File: src/rtl/pyrite_bpi_apb_seq_if.sv
// APB bus bundle used by the Pyrite BPI sequencer: master drives the request,
// slave answers with prdata/pready/pslverr.
`timescale 1ns/1ps
interface taxi_apb_if #(
    parameter int unsigned DATA_W   = 32,
    parameter int unsigned ADDR_W   = 14,
    parameter int unsigned STRB_W   = DATA_W / 8,
    parameter int unsigned PAUSER_W = 1,
    parameter int unsigned PWUSER_W = 1
);
    logic [ADDR_W-1:0]   paddr;
    logic [2:0]          pprot;
    logic                psel;
    logic                penable;
    logic                pwrite;
    logic [DATA_W-1:0]   pwdata;
    logic [STRB_W-1:0]   pstrb;
    logic [PAUSER_W-1:0] pauser;
    logic [PWUSER_W-1:0] pwuser;
    logic [DATA_W-1:0]   prdata;
    logic                pready;
    logic                pslverr;

    modport mst (
        output paddr, pprot, psel, penable, pwrite, pwdata, pstrb, pauser, pwuser,
        input  prdata, pready, pslverr
    );

    modport slv (
        input  paddr, pprot, psel, penable, pwrite, pwdata, pstrb, pauser, pwuser,
        output prdata, pready, pslverr
    );
endinterface

File: src/rtl/pyrite_bpi_apb_seq.sv
// Turns one flash read/write command into the Pyrite BPI register sequence on APB.
// Optional ACCESS watchdog: define PYRITE_BPI_SEQ_TIMEOUT_EN.
`timescale 1ns/1ps
module pyrite_bpi_apb_seq #(
    parameter logic [13:0] REG_BASE = 14'h0000,
    parameter int unsigned FLASH_AW = 26,
    parameter int unsigned FLASH_DW = 16,
    parameter int unsigned WAIT_W   = 8
) (
    input  logic                clk,
    input  logic                rst,
    input  logic                cmd_valid,
    output logic                cmd_ready,
    input  logic                cmd_write,
    input  logic [FLASH_AW-1:0] cmd_addr,
    input  logic [FLASH_DW-1:0] cmd_data,
    input  logic [WAIT_W-1:0]   cfg_wait,
    output logic                rsp_valid,
    input  logic                rsp_ready,
    output logic [FLASH_DW-1:0] rsp_data,
    output logic                rsp_err,
    taxi_apb_if.mst             m_apb
);
    localparam int unsigned AW = 14;
    localparam int unsigned DW = 32;
    localparam logic [AW-1:0] A_CTRL = AW'(REG_BASE + 14'h0050);
    localparam logic [AW-1:0] A_ADDR = AW'(REG_BASE + 14'h0054);
    localparam logic [AW-1:0] A_DATA = AW'(REG_BASE + 14'h0058);
    localparam logic [DW-1:0] CTRL_DESEL = 32'h0001_000F;

    typedef enum logic [2:0] {ST_IDLE, ST_SETUP, ST_ACCESS, ST_WAIT, ST_RESP} state_t;

    typedef struct packed {
        logic          wr;
        logic [AW-1:0] addr;
        logic [DW-1:0] wdata;
    } xfer_t;

    // Register transfer issued at a given step of a read or write sequence.
    function automatic xfer_t step_xfer(input logic wr, input logic [2:0] step,
                                        input logic [FLASH_AW-1:0] a,
                                        input logic [FLASH_DW-1:0] d);
        xfer_t x;
        x.wr    = 1'b1;
        x.addr  = A_CTRL;
        x.wdata = CTRL_DESEL;
        if (step == 3'd0) begin
            x.addr  = A_ADDR;
            x.wdata = DW'(a);
        end else if (wr) begin
            case (step)
                3'd1: begin
                    x.addr  = A_DATA;
                    x.wdata = DW'(d);
                end
                3'd2: x.wdata = 32'h0001_0106;
                3'd3: x.wdata = 32'h0001_010A;
                3'd4: x.wdata = 32'h0001_010E;
                default: ;
            endcase
        end else begin
            case (step)
                3'd1: x.wdata = 32'h0001_0006;
                3'd2: x.wdata = 32'h0001_000C;
                3'd3: begin
                    x.wr    = 1'b0;
                    x.addr  = A_DATA;
                    x.wdata = '0;
                end
                default: ;
            endcase
        end
        return x;
    endfunction

    state_t                state_q, state_d;
    logic [2:0]            step_q, step_d;
    logic                  write_q, write_d;
    logic [FLASH_AW-1:0]   addr_q, addr_d;
    logic [FLASH_DW-1:0]   data_q, data_d;
    logic [WAIT_W-1:0]     wait_q, wait_d;
    logic [WAIT_W-1:0]     wcnt_q, wcnt_d;
    logic                  psel_q, psel_d;
    logic                  penable_q, penable_d;
    logic                  pwrite_q, pwrite_d;
    logic [AW-1:0]         paddr_q, paddr_d;
    logic [DW-1:0]         pwdata_q, pwdata_d;
    logic                  cmd_ready_q, cmd_ready_d;
    logic                  rsp_valid_q, rsp_valid_d;
    logic [FLASH_DW-1:0]   rsp_data_q, rsp_data_d;
    logic                  rsp_err_q, rsp_err_d;
`ifdef PYRITE_BPI_SEQ_TIMEOUT_EN
    logic [7:0]            tmo_q, tmo_d;
`endif

    logic                  idle_c;
    logic [2:0]            nstep_c;
    logic [2:0]            last_step_c;
    logic [2:0]            wait_step_c;
    xfer_t                 nx_c;
    logic                  launch;
    logic                  unused_prdata_c;

    // Next transfer comes from the live command in IDLE, from the latched one afterwards.
    assign idle_c      = (state_q == ST_IDLE);
    assign nstep_c     = idle_c ? 3'd0 : step_q + 3'd1;
    assign nx_c        = idle_c ? step_xfer(cmd_write, nstep_c, cmd_addr, cmd_data)
                                : step_xfer(write_q, nstep_c, addr_q, data_q);
    assign last_step_c = write_q ? 3'd5 : 3'd4;
    assign wait_step_c = write_q ? 3'd3 : 3'd2;

    always_comb begin
        state_d     = state_q;
        step_d      = step_q;
        write_d     = write_q;
        addr_d      = addr_q;
        data_d      = data_q;
        wait_d      = wait_q;
        wcnt_d      = wcnt_q;
        psel_d      = psel_q;
        penable_d   = penable_q;
        pwrite_d    = pwrite_q;
        paddr_d     = paddr_q;
        pwdata_d    = pwdata_q;
        cmd_ready_d = cmd_ready_q;
        rsp_valid_d = rsp_valid_q;
        rsp_data_d  = rsp_data_q;
        rsp_err_d   = rsp_err_q;
`ifdef PYRITE_BPI_SEQ_TIMEOUT_EN
        tmo_d       = tmo_q;
`endif
        launch      = 1'b0;

        case (state_q)
            ST_IDLE: begin
                cmd_ready_d = 1'b1;
                if (cmd_valid && cmd_ready_q) begin
                    cmd_ready_d = 1'b0;
                    write_d     = cmd_write;
                    addr_d      = cmd_addr;
                    data_d      = cmd_data;
                    wait_d      = cfg_wait;
                    rsp_err_d   = 1'b0;
                    rsp_data_d  = '0;
                    launch      = 1'b1;
                end
            end
            ST_SETUP: begin
                penable_d = 1'b1;
                state_d   = ST_ACCESS;
            end
            ST_ACCESS: begin
                if (m_apb.pready) begin
                    if (m_apb.pslverr) rsp_err_d = 1'b1;
                    if (!pwrite_q) rsp_data_d = m_apb.prdata[FLASH_DW-1:0];
                    if (step_q == last_step_c) begin
                        psel_d      = 1'b0;
                        penable_d   = 1'b0;
                        rsp_valid_d = 1'b1;
                        state_d     = ST_RESP;
                    end else if (step_q == wait_step_c && wait_q != '0) begin
                        psel_d    = 1'b0;
                        penable_d = 1'b0;
                        wcnt_d    = wait_q;
                        state_d   = ST_WAIT;
                    end else begin
                        launch = 1'b1;
                    end
                end
`ifdef PYRITE_BPI_SEQ_TIMEOUT_EN
                else if (tmo_q == 8'hFF) begin
                    psel_d      = 1'b0;
                    penable_d   = 1'b0;
                    rsp_err_d   = 1'b1;
                    rsp_valid_d = 1'b1;
                    state_d     = ST_RESP;
                end else begin
                    tmo_d = tmo_q + 8'd1;
                end
`endif
            end
            ST_WAIT: begin
                if (wcnt_q == WAIT_W'(1)) launch = 1'b1;
                else wcnt_d = wcnt_q - WAIT_W'(1);
            end
            ST_RESP: begin
                if (rsp_ready) begin
                    rsp_valid_d = 1'b0;
                    cmd_ready_d = 1'b1;
                    state_d     = ST_IDLE;
                end
            end
            default: state_d = ST_IDLE;
        endcase

        // Start the SETUP phase of the next transfer with all request fields frozen.
        if (launch) begin
            step_d    = nstep_c;
            psel_d    = 1'b1;
            penable_d = 1'b0;
            pwrite_d  = nx_c.wr;
            paddr_d   = nx_c.addr;
            pwdata_d  = nx_c.wdata;
            state_d   = ST_SETUP;
`ifdef PYRITE_BPI_SEQ_TIMEOUT_EN
            tmo_d     = '0;
`endif
        end
    end

    always_ff @(posedge clk or posedge rst) begin
        if (rst) begin
            state_q     <= ST_IDLE;
            step_q      <= '0;
            write_q     <= 1'b0;
            addr_q      <= '0;
            data_q      <= '0;
            wait_q      <= '0;
            wcnt_q      <= '0;
            psel_q      <= 1'b0;
            penable_q   <= 1'b0;
            pwrite_q    <= 1'b0;
            paddr_q     <= '0;
            pwdata_q    <= '0;
            cmd_ready_q <= 1'b0;
            rsp_valid_q <= 1'b0;
            rsp_data_q  <= '0;
            rsp_err_q   <= 1'b0;
`ifdef PYRITE_BPI_SEQ_TIMEOUT_EN
            tmo_q       <= '0;
`endif
        end else begin
            state_q     <= state_d;
            step_q      <= step_d;
            write_q     <= write_d;
            addr_q      <= addr_d;
            data_q      <= data_d;
            wait_q      <= wait_d;
            wcnt_q      <= wcnt_d;
            psel_q      <= psel_d;
            penable_q   <= penable_d;
            pwrite_q    <= pwrite_d;
            paddr_q     <= paddr_d;
            pwdata_q    <= pwdata_d;
            cmd_ready_q <= cmd_ready_d;
            rsp_valid_q <= rsp_valid_d;
            rsp_data_q  <= rsp_data_d;
            rsp_err_q   <= rsp_err_d;
`ifdef PYRITE_BPI_SEQ_TIMEOUT_EN
            tmo_q       <= tmo_d;
`endif
        end
    end

    assign unused_prdata_c = ^m_apb.prdata;

    assign cmd_ready      = cmd_ready_q;
    assign rsp_valid      = rsp_valid_q;
    assign rsp_data       = rsp_data_q;
    assign rsp_err        = rsp_err_q;
    assign m_apb.psel     = psel_q;
    assign m_apb.penable  = penable_q;
    assign m_apb.pwrite   = pwrite_q;
    assign m_apb.paddr    = paddr_q;
    assign m_apb.pwdata   = pwdata_q;
    assign m_apb.pstrb    = pwrite_q ? 4'hF : 4'h0;
    assign m_apb.pprot    = 3'b000;
    assign m_apb.pauser   = '0;
    assign m_apb.pwuser   = '0;
endmodule

File: src/flat_wrapper.sv
// flat-port wrapper written by rule: the top's interface ports become plain ports
module pyrite_bpi_apb_seq_flat 
#(
    parameter logic [13:0] REG_BASE = 14'h0000,
    parameter int unsigned FLASH_AW = 26,
    parameter int unsigned FLASH_DW = 16,
    parameter int unsigned WAIT_W   = 8
)
  (clk, rst, cmd_valid, cmd_ready, cmd_write, cmd_addr, cmd_data, cfg_wait, rsp_valid, rsp_ready, rsp_data, rsp_err, m_apb_paddr, m_apb_pprot, m_apb_psel, m_apb_penable, m_apb_pwrite, m_apb_pwdata, m_apb_pstrb, m_apb_pauser, m_apb_pwuser, m_apb_prdata, m_apb_pready, m_apb_pslverr);
  taxi_apb_if #(.DATA_W(32), .ADDR_W(14)) m_apb_i ();
  input  logic clk;
  input  logic rst;
  input  logic cmd_valid;
  output logic cmd_ready;
  input  logic cmd_write;
  input  logic [FLASH_AW-1:0] cmd_addr;
  input  logic [FLASH_DW-1:0] cmd_data;
  input  logic [WAIT_W-1:0] cfg_wait;
  output logic rsp_valid;
  input  logic rsp_ready;
  output logic [FLASH_DW-1:0] rsp_data;
  output logic rsp_err;
  output wire logic [$bits(m_apb_i.paddr)-1:0] m_apb_paddr;
  output wire logic [$bits(m_apb_i.pprot)-1:0] m_apb_pprot;
  output wire logic [$bits(m_apb_i.psel)-1:0] m_apb_psel;
  output wire logic [$bits(m_apb_i.penable)-1:0] m_apb_penable;
  output wire logic [$bits(m_apb_i.pwrite)-1:0] m_apb_pwrite;
  output wire logic [$bits(m_apb_i.pwdata)-1:0] m_apb_pwdata;
  output wire logic [$bits(m_apb_i.pstrb)-1:0] m_apb_pstrb;
  output wire logic [$bits(m_apb_i.pauser)-1:0] m_apb_pauser;
  output wire logic [$bits(m_apb_i.pwuser)-1:0] m_apb_pwuser;
  input wire logic [$bits(m_apb_i.prdata)-1:0] m_apb_prdata;
  input wire logic [$bits(m_apb_i.pready)-1:0] m_apb_pready;
  input wire logic [$bits(m_apb_i.pslverr)-1:0] m_apb_pslverr;
  assign m_apb_paddr = m_apb_i.paddr;
  assign m_apb_pprot = m_apb_i.pprot;
  assign m_apb_psel = m_apb_i.psel;
  assign m_apb_penable = m_apb_i.penable;
  assign m_apb_pwrite = m_apb_i.pwrite;
  assign m_apb_pwdata = m_apb_i.pwdata;
  assign m_apb_pstrb = m_apb_i.pstrb;
  assign m_apb_pauser = m_apb_i.pauser;
  assign m_apb_pwuser = m_apb_i.pwuser;
  assign m_apb_i.prdata = m_apb_prdata;
  assign m_apb_i.pready = m_apb_pready;
  assign m_apb_i.pslverr = m_apb_pslverr;
  pyrite_bpi_apb_seq #(.REG_BASE(REG_BASE), .FLASH_AW(FLASH_AW), .FLASH_DW(FLASH_DW), .WAIT_W(WAIT_W)) u_core (.clk(clk), .rst(rst), .cmd_valid(cmd_valid), .cmd_ready(cmd_ready), .cmd_write(cmd_write), .cmd_addr(cmd_addr), .cmd_data(cmd_data), .cfg_wait(cfg_wait), .rsp_valid(rsp_valid), .rsp_ready(rsp_ready), .rsp_data(rsp_data), .rsp_err(rsp_err), .m_apb(m_apb_i));
endmodule
File: config.mk
export PLATFORM = sky130hd
export DESIGN_NAME = pyrite_bpi_apb_seq_flat
export DESIGN_NICKNAME = d
export VERILOG_FILES = /design/src/rtl/pyrite_bpi_apb_seq_if.sv /design/src/rtl/pyrite_bpi_apb_seq.sv /design/src/flat_wrapper.sv
export SDC_FILE = /design/constraint.sdc
export NUM_CORES = 1
export LEC_CHECK = 0
export CORE_MARGIN = 2
export CORE_UTILIZATION = 50
export DETAILED_ROUTE_END_ITERATION = 6
export PLACE_DENSITY_LB_ADDON = 0.2
export SYNTH_ARGS = -nofsm -noshare
export SYNTH_HDL_FRONTEND = slang
export SYNTH_SLANG_ARGS = --single-unit
File: constraint.sdc
create_clock -name clk -period 5.85 [get_ports clk]
set_input_delay 0.8775 -clock clk [delete_from_list [all_inputs] [get_ports clk]]
set_output_delay 0.8775 -clock clk [all_outputs]
set_load 0.01 [all_outputs]
Yosys cells after proc, flatten, opt, wreduce, memory -nomap -nowiden
Cells that the tools add are included.

Add/sub/neg operators: 2. Equal/unequal tests: 24. Mux-type cells: 57. Reduce and logical (&&, ||, !) cells: 23.

Operators by type and width (number): 46-bit 2-to-1 mux (4); 17-bit one-hot mux with 4 select lines (2); 17-bit one-hot mux with 3 select lines (1); 16-bit 2-to-1 mux (3); 47-bit 2-to-1 mux (1); 8-bit 2-to-1 mux (4); 16-bit one-hot mux with 2 select lines (1); 1-bit 2-to-1 mux (25); 3-bit 2-to-1 mux (6); 8-bit one-hot mux with 2 select lines (1); 4-bit AND reduction (4); 15-bit 2-to-1 mux (1); 2-bit inequality test, second input constant (7); 3-bit by 2-bit equality test with 1-bit output, second input constant (4); 3-bit one-hot mux with 4 select lines (1); 2-bit nonzero test (6); 8-bit by 1-bit equality test with 1-bit output, second input constant (1); 4-bit 2-to-1 mux (2); 1-bit one-hot mux with 2 select lines (4); 8-bit nonzero test (1); 8-bit by 1-bit subtractor with 8-bit output, second input constant (1); 3-bit by 1-bit equality test with 1-bit output, second input constant (2); 3-bit equality test (2); 3-bit equality test, second input constant (2); other kinds (12) (20).

Register bits after elaboration: 133. Input port bits: 89. Output and inout port bits: 77. Logic and storage cells: 122.

Depth between registers and ports, before layout
Gate-level depths: netlist (run 1).

Depth after elaboration: 9. Gate-level depth with buffers: 7. Mapped depth without buffers: 6.

Least setup slack after synthesis (run 1)
No wires, ideal clock.

Path kind: input to register. From: input m_apb_pready. To: register u_core.pwdata_q[10] (netlist: u_core.m_apb.pwdata[10]). Arrival time: 1.940 ns. Required time: 5.725 ns. Path slack: 3.785 ns. Cell stages on the path: 5. Cells stage by stage: and4bb_2 o21ai_2 o211ai_2 buf_6 mux2_4.

Word-level cells in the longest chain between the ends: 2.

Ends and longest elaborated chain: from (decl) (RTL line flat_wrapper.sv:33) `input wire logic [$bits(m_apb_i.pready)-1:0] m_apb_pready;`; 1-bit 2-to-1 mux (RTL line pyrite_bpi_apb_seq.sv:153) `if (m_apb.pready) begin`; 1-bit one-hot mux with 3 select lines (RTL line pyrite_bpi_apb_seq.sv:134) `case (state_q)`; to (signal assigned) (RTL line pyrite_bpi_apb_seq.sv:244) `pwdata_q <= pwdata_d;`; to (decl) (RTL line pyrite_bpi_apb_seq.sv:87) `logic [DW-1:0] pwdata_q, pwdata_d;`.

No other way between the ends. A chain may end at the register's enable or synchronous reset.

Final worst setup path (run 1)
From: register u_core.step_q[0]. To: register u_core.pwdata_q[17] (netlist: u_core.m_apb.pwdata[17]).

Word-level cells in the longest chain between the ends: 6.

Ends and longest elaborated chain: from (decl) (RTL line pyrite_bpi_apb_seq.sv:77) `logic [2:0] step_q, step_d;`; from (signal assigned) (RTL line pyrite_bpi_apb_seq.sv:234) `step_q <= step_d;`; branches (longest 6 deep; another with 3-bit by 1-bit adder with 3-bit output).

Several ways; the timed one is not identified.

==> reports/metrics.cfg, run 1 <==
[synth]
synth_area_leaders = dfrtp_1 (49%), nand2_1 (13%), mux2_4 (6.9%)
ys_async_sr_fraction = 1.000
synth_cells = 623
yosys-top-cells-count = nand2_1 (207), dfrtp_1 (116), o21ai_0 (32), nor2_1 (30)
ys.flop_type = dfrtp_1
synth_edf_count = 0
yosysWarnings = 0
synth_area_leader_cell = dfrtp_1
syn-cell-area_um2 = 5898
yosysMostFrequentCell = nand2_1
synth_top_area_frac = 0.4922
yosysUniqueCellTypes = 59
ys_seq_elements = 116
yosysSeqAreaShare = 0.4922
syn_area_per_cell_um2 = 9.467

[floorplanning]
initial_core_util = 0.5143
dieHeight_um = 112.6
die_area_um2 = 12680
core_um2 = 11470
die_w_um = 112.6
io_pins = 166
num_rows = 39

[drt]
drtPass1Iterations = 4
wirelength_um = 13990
drt_iter0_drc = 281
vias = 4739
route.detailed.drc = 0
antenna_left = 0
vias_per_cell = 5.343
post_drt_wl_per_cell_um = 15.77

[worst_setup_path]
crit_path_end_kind = flop
rrSetupSlack_ps = 2630
cp.arrival_ps = 3580
endpoint = u_core.m_apb.pwdata[17]
reg2reg_depth = 5
cp-start-kind = flop
worstPathMaxFanout = 19
crit_start = u_core.step_q[0]
rr_endpoint = u_core.m_apb.pwdata[17]
crit_type = reg2reg
r2r-start = u_core.step_q[0]
crit_required_ps = 6210

[timing]
period_share = 0.5513
slew_viol_final = 0
rsz0062_at_grt = false
fmax_mhz = 310.1
maxSlewHeadroom = 0.2073
clock_skew_ps = 13.04
setup_viol = 0
hold_viol = 0
hold-worst-slack_ps = 471.6
fin_crit_ps = 3225
worstMarginPinSlew_ps = 1187
finalSetupTns_ps = 0

[layout]
nets = 823
seqCellArea_um2 = 2903
area_delta_synth_final_pct = 30.87
num-fill-cells = 886
antenna_cells = 0
multi_input_area_um2 = 2651
layout-drive-gt1-share = 0.1142

[global_route]
grtUsageMet1 = 0.3064
grt_util_met2 = 0.3637
grt_pass1_wl_um = 23240
grt_usage = 0.2301
grt_overflow_total = 0
grt_antenna_before_repair = 0
grt_max_degree = 81
top_usage_layer = met2
grt_pass1_vias = 4650
grtUsageMet3 = 0.05508

[min_path]
min_path_type = reg2reg

[cts]
clockBufferDepth = 2
cts_setup_buffers = 0
cts_buffers = 17
htree_levels = 4
cts.reportedPaths.clkPinSlew_ps = 50
clkLatencyLatePin_ps = 410
cts_resized = 0
cts_tree = done
postCtsHoldBufs = 0
cts-root-buf = clkbuf_16
cts_sinks = 116

[pwr]
total_power_uw = 4400
peakVddDrop_mv = 0.2945
leakagePower_uw = 0.003529
powerDensity_nw_per_um2 = 570.0

[placed_design]
routabilityCongestion = 0.8454
hpwl_um = 9066
port_buffers = 128

[run_status]
outcome = complete, no violations

[job]
drv_cap = 0

==> sequential cells by signal, summed over array words and instances (netlist names), 3 cells and up <==
signal and cells:
u_core.m_apb.pwdata 26, u_core.wait_q 8, u_core.state_q 3, u_core.rsp_data 16
u_core.step_q 3, u_core.addr_q 26, u_core.wcnt_q 8, u_core.data_q 16
u_core.m_apb.paddr 3
==> layout by cell type (no fill, tap or decap), drive strengths merged, types with 2 or more instances in the layout <==
cell type | synthesis | final
dfrtp | 116 | 116
o2bb2ai | 14 | 14
a211oi | 3 | 3
a211o | 2 | 2
a21oi | 9 | 9
clkinv | 0 | 6
nor3b | 4 | 4
o21ai | 33 | 33
clkbuf | 23 | 22
clkdlybuf4s50 | 0 | 128
o2111ai | 3 | 3
nor3 | 8 | 8
a2bb2oi | 2 | 2
buf | 41 | 5
nand2b | 4 | 4
and3 | 4 | 4
o22ai | 6 | 6
ha | 3 | 3
conb | 1 | 21
mux2i | 3 | 3
xnor2 | 2 | 2
nand2 | 207 | 207
o211ai | 2 | 2
inv | 14 | 14
a221oi | 3 | 3
nor2 | 30 | 30
nor2b | 6 | 6
nor4 | 4 | 4
a41oi | 2 | 2
o31ai | 5 | 5
bufinv | 0 | 3
or2 | 3 | 3
mux2 | 28 | 28
nand3b | 3 | 3
nand3 | 5 | 5
a31oi | 15 | 15
==> kinds of logic after synthesis <==
family                     Yosys count  synth area share
and+or+nand+nor                    285            0.2160
buffers and inverters               78           0.07403
AOI/OAI and AO/OA                  106            0.1275
other                                1         0.0006358
DFF                                116            0.4922
xor gates and xnor gates             3          0.007638
muxes                               31           0.07573
adders and majority gates            3          0.006365
==> routing by layer <==
| metal | vias up | wire length [µm] |
|---|---|---|
| met5 | - | 0 |
| met2 | 175 | 6682 |
| li1 | 2274 | - |
| met1 | 2268 | 6179 |
| met3 | 22 | 898 |
| met4 | 0 | 225 |
==> area by class of cell <==
type                       count  area share
clock buffer                  22     0.06273
clock inverter                10     0.01653
inverter                      14    0.007132
multi-input combinational    449      0.3435
sequential                   116      0.3761
tap                          143     0.02318
timing repair buffer         133      0.1709
==> worst max-delay path, cell delays in order (launching register included) <==
cell and delay, ps:
dfrtp_1 780, ha_1 480, nor2b_1 970, nand2_1 450, o21ai_0 310, mux2_4 180
==> how the worst min path moves through the flow <==
stage	end	slack, ps	cells after the start	start
2_1_floorplan	u_core.addr_q[3]	440	2	u_core.addr_q[3]
4_1_cts	u_core.addr_q[23]	480	2	u_core.addr_q[23]
6_report	u_core.data_q[11]	470	2	u_core.data_q[11]
3_5_place_dp	u_core.addr_q[23]	460	2	u_core.addr_q[23]
5_1_grt	u_core.addr_q[22]	500	2	u_core.addr_q[22]
3_3_place_gp	u_core.addr_q[3]	450	2	u_core.addr_q[3]
==> through the flow <==
stage / utilization / instance area, µm² / worst slack, ps / std cells
after global routing: 0.6731 / 7719 / 2345 / 887
after floorplan: - / 5973 / 1900 / 643
after detailed placement: 0.6197 / 7107 / 2426 / 855
final: 0.6731 / 7719 / 2625 / 887
after global placement: 0.6197 / 7107 / 2461 / 855
after CTS: 0.6731 / 7719 / 2665 / 887
==> power breakdown <==
group	leakage (µW)	switching, µW	internal [µW]	total, µW
clock network	0.000305	358	710	1070
registers	0.00146	300	1150	1450
logic	0.00177	969	915	1880
Power figures use the tool's default switching activity.
==> run 2, diff against run 1 <==
--- a/config.mk
+++ b/config.mk
@@ -6,7 +6,7 @@
 export NUM_CORES = 1
 export LEC_CHECK = 0
 export CORE_MARGIN = 2
-export CORE_UTILIZATION = 50
+export CORE_UTILIZATION = 48
 export DETAILED_ROUTE_END_ITERATION = 6
 export PLACE_DENSITY_LB_ADDON = 0.2
 export SYNTH_ARGS = -nofsm -noshare
==> constraint.sdc (replaced) <==
create_clock -name clk -period 3.2 [get_ports clk]
set_input_delay 0.48 -clock clk [delete_from_list [all_inputs] [get_ports clk]]
set_output_delay 0.48 -clock clk [all_outputs]
set_load 0.01 [all_outputs]
==> run 2 against run 1 <==
Flip-flop and latch count is the same. First-iteration DRC count is 2.1% higher. Sequential power grew 79%. Combinational power up 88%. Worst hold slack worse by 55 ps. Setup slack worse by 1700 ps. Clock power rose by 81%. Cell count grew 1.0%. Non-clock buffer count grew 5. Critical endpoint is now u_core.m_apb.pwdata[22]. Largest power group unchanged.
==> reports/metrics.cfg, run 2 (synthesis results as in run 1) <==
[floorplanning]
die_w_um = 114.9  ; +2.0%
initial_core_util = 0.4910  ; -0.02331
dieHeight_um = 114.9  ; +2.0%
die_area_um2 = 13190  ; +4.0%
num_rows = 40  ; +2.6%
io_pins = 166  ; unchanged
core_um2 = 12010  ; +4.7%

[cts]
postCtsHoldBufs = 0  ; unchanged
cts_buffers = 17  ; unchanged
cts_setup_buffers = 0  ; unchanged
clkLatencyLatePin_ps = 420  ; about the same
htree_levels = 4  ; unchanged
clockBufferDepth = 2  ; unchanged
cts_sinks = 116  ; unchanged
cts.reportedPaths.clkPinSlew_ps = 50  ; about the same
cts-root-buf = clkbuf_16
cts_resized = 0  ; unchanged
cts_tree = done

[timing]
hold-worst-slack_ps = 416.2  ; -55.34 ps
period_share = 0.7191  ; +0.1678
fin_crit_ps = 2301  ; -924.0 ps
setup_viol = 0  ; unchanged
fmax_mhz = 434.6  ; +40%
maxSlewHeadroom = 0.4756  ; +0.2683
hold_viol = 0  ; unchanged
slew_viol_final = 0  ; unchanged
rsz0062_at_grt = false
worstMarginPinSlew_ps = 786.6  ; -400.0 ps
clock_skew_ps = 7.337  ; -5.708 ps
finalSetupTns_ps = 0  ; unchanged

[min_path]
min_path_type = in2async

[pwr]
leakagePower_uw = 0.003560  ; +0.88%
peakVddDrop_mv = 0.5493  ; +87%
powerDensity_nw_per_um2 = 1037  ; +82%

[drt]
wirelength_um = 13970  ; -0.11%
drtPass1Iterations = 5  ; +1
antenna_left = 0  ; unchanged
post_drt_wl_per_cell_um = 15.59  ; -1.1%
route.detailed.drc = 0  ; unchanged
vias_per_cell = 5.327  ; -0.29%
drt_iter0_drc = 287  ; +2.1%
vias = 4773  ; +0.72%

[worst_setup_path]
worstPathMaxFanout = 19  ; unchanged
cp-start-kind = flop
crit_required_ps = 3550  ; -2660 ps
crit_path_end_kind = flop
cp.arrival_ps = 2660  ; -920 ps
crit_type = reg2reg

[layout]
layout-drive-gt1-share = 0.1202  ; +0.005913
num-fill-cells = 942  ; +6.3%
utilization = 0.6494  ; -0.02373
layout_common_cells = nand2_1 (207), clkdlybuf4s50_1 (128), dfrtp_1 (116)
antenna_cells = 0  ; unchanged
area_delta_synth_final_pct = 32.24
nets = 828  ; +0.61%
mostFrequentLayoutCell = nand2_1

[placed_design]
port_buffers = 128  ; unchanged
hpwl_um = 9206  ; +1.5%
routabilityCongestion = 0.8604  ; +1.8%

[global_route]
grt_pass1_wl_um = 23280  ; +0.18%
grt_overflow_total = 0  ; unchanged
grt_usage = 0.2248  ; -0.005340
grt_max_degree = 68  ; -16%
grt_antenna_before_repair = 0  ; unchanged
grt_pass1_vias = 4839  ; +4.1%

[run_status]
outcome = complete, no violations

[job]
drv_cap = 0  ; unchanged

-- run 2: power breakdown --
part	switching (µW)	leakage (µW)	internal (µW)	total, µW
clock network	648	0.000305	1300	1940
registers	504	0.00146	2100	2600
logic	1810	0.00180	1720	3540
total	2960	0.00356	5120	8090
-- run 2: area by class of cell --
type / count / area (µm²) / share of cell area
inverter: 14 / 56.30 / 0.007218
clock inverter: 10 / 127.6 / 0.01636
multi-input combinational: 449 / 2651 / 0.3399
sequential: 116 / 2903 / 0.3722
tap: 147 / 183.9 / 0.02358
clock buffer: 22 / 484.2 / 0.06208
timing repair buffer: 138 / 1394 / 0.1787
-- run 2: through the flow --
step / instances / total power [µW] / instance area [µm²] / setup slack [ps]
after detailed placement: 864 / 6146 / 7188 / 680.9
after global placement: 864 / 6037 / 7188 / 707.8
after floorplan: 643 / 4975 / 5977 / 1291
final: 896 / 8086 / 7800 / 899.0
after global routing: 896 / 8656 / 7800 / 719.5
after CTS: 896 / 8137 / 7800 / 909.8
-- run 2: critical path, cell delays in order, from the launching register on --
cell	delay, ps
dfrtp_1	350
buf_4	200
ha_1	460
nor2b_1	270
buf_4	260
nand2_1	230
o21ai_0	270
mux2_4	180
-- run 2: path summary, 6_finish.rpt --
path,slack (ps),endpoint,startpoint,cells past startpoint
min in group clk,470,u_core.data_q[5],u_core.data_q[5],2
setup reg to reg,900,u_core.m_apb.pwdata[22],u_core.step_q[0],7
hold / removal,420,u_core.rsp_data[10],rst,2
max in group asynchronous,2030,u_core.data_q[7],rst,3
hold reg to reg,470,u_core.data_q[5],u_core.data_q[5],2
setup / recovery,900,u_core.m_apb.pwdata[22],u_core.step_q[0],7
-- run 2: metal layers --
layer / track usage / routed length, µm / vias up
met5: 0 / 0 / -
met4: 0.08434 / 200 / 0
met3: 0.06378 / 955 / 20
met2: 0.3737 / 6985 / 180
met1: 0.2803 / 5828 / 2297
li1: - / - / 2276
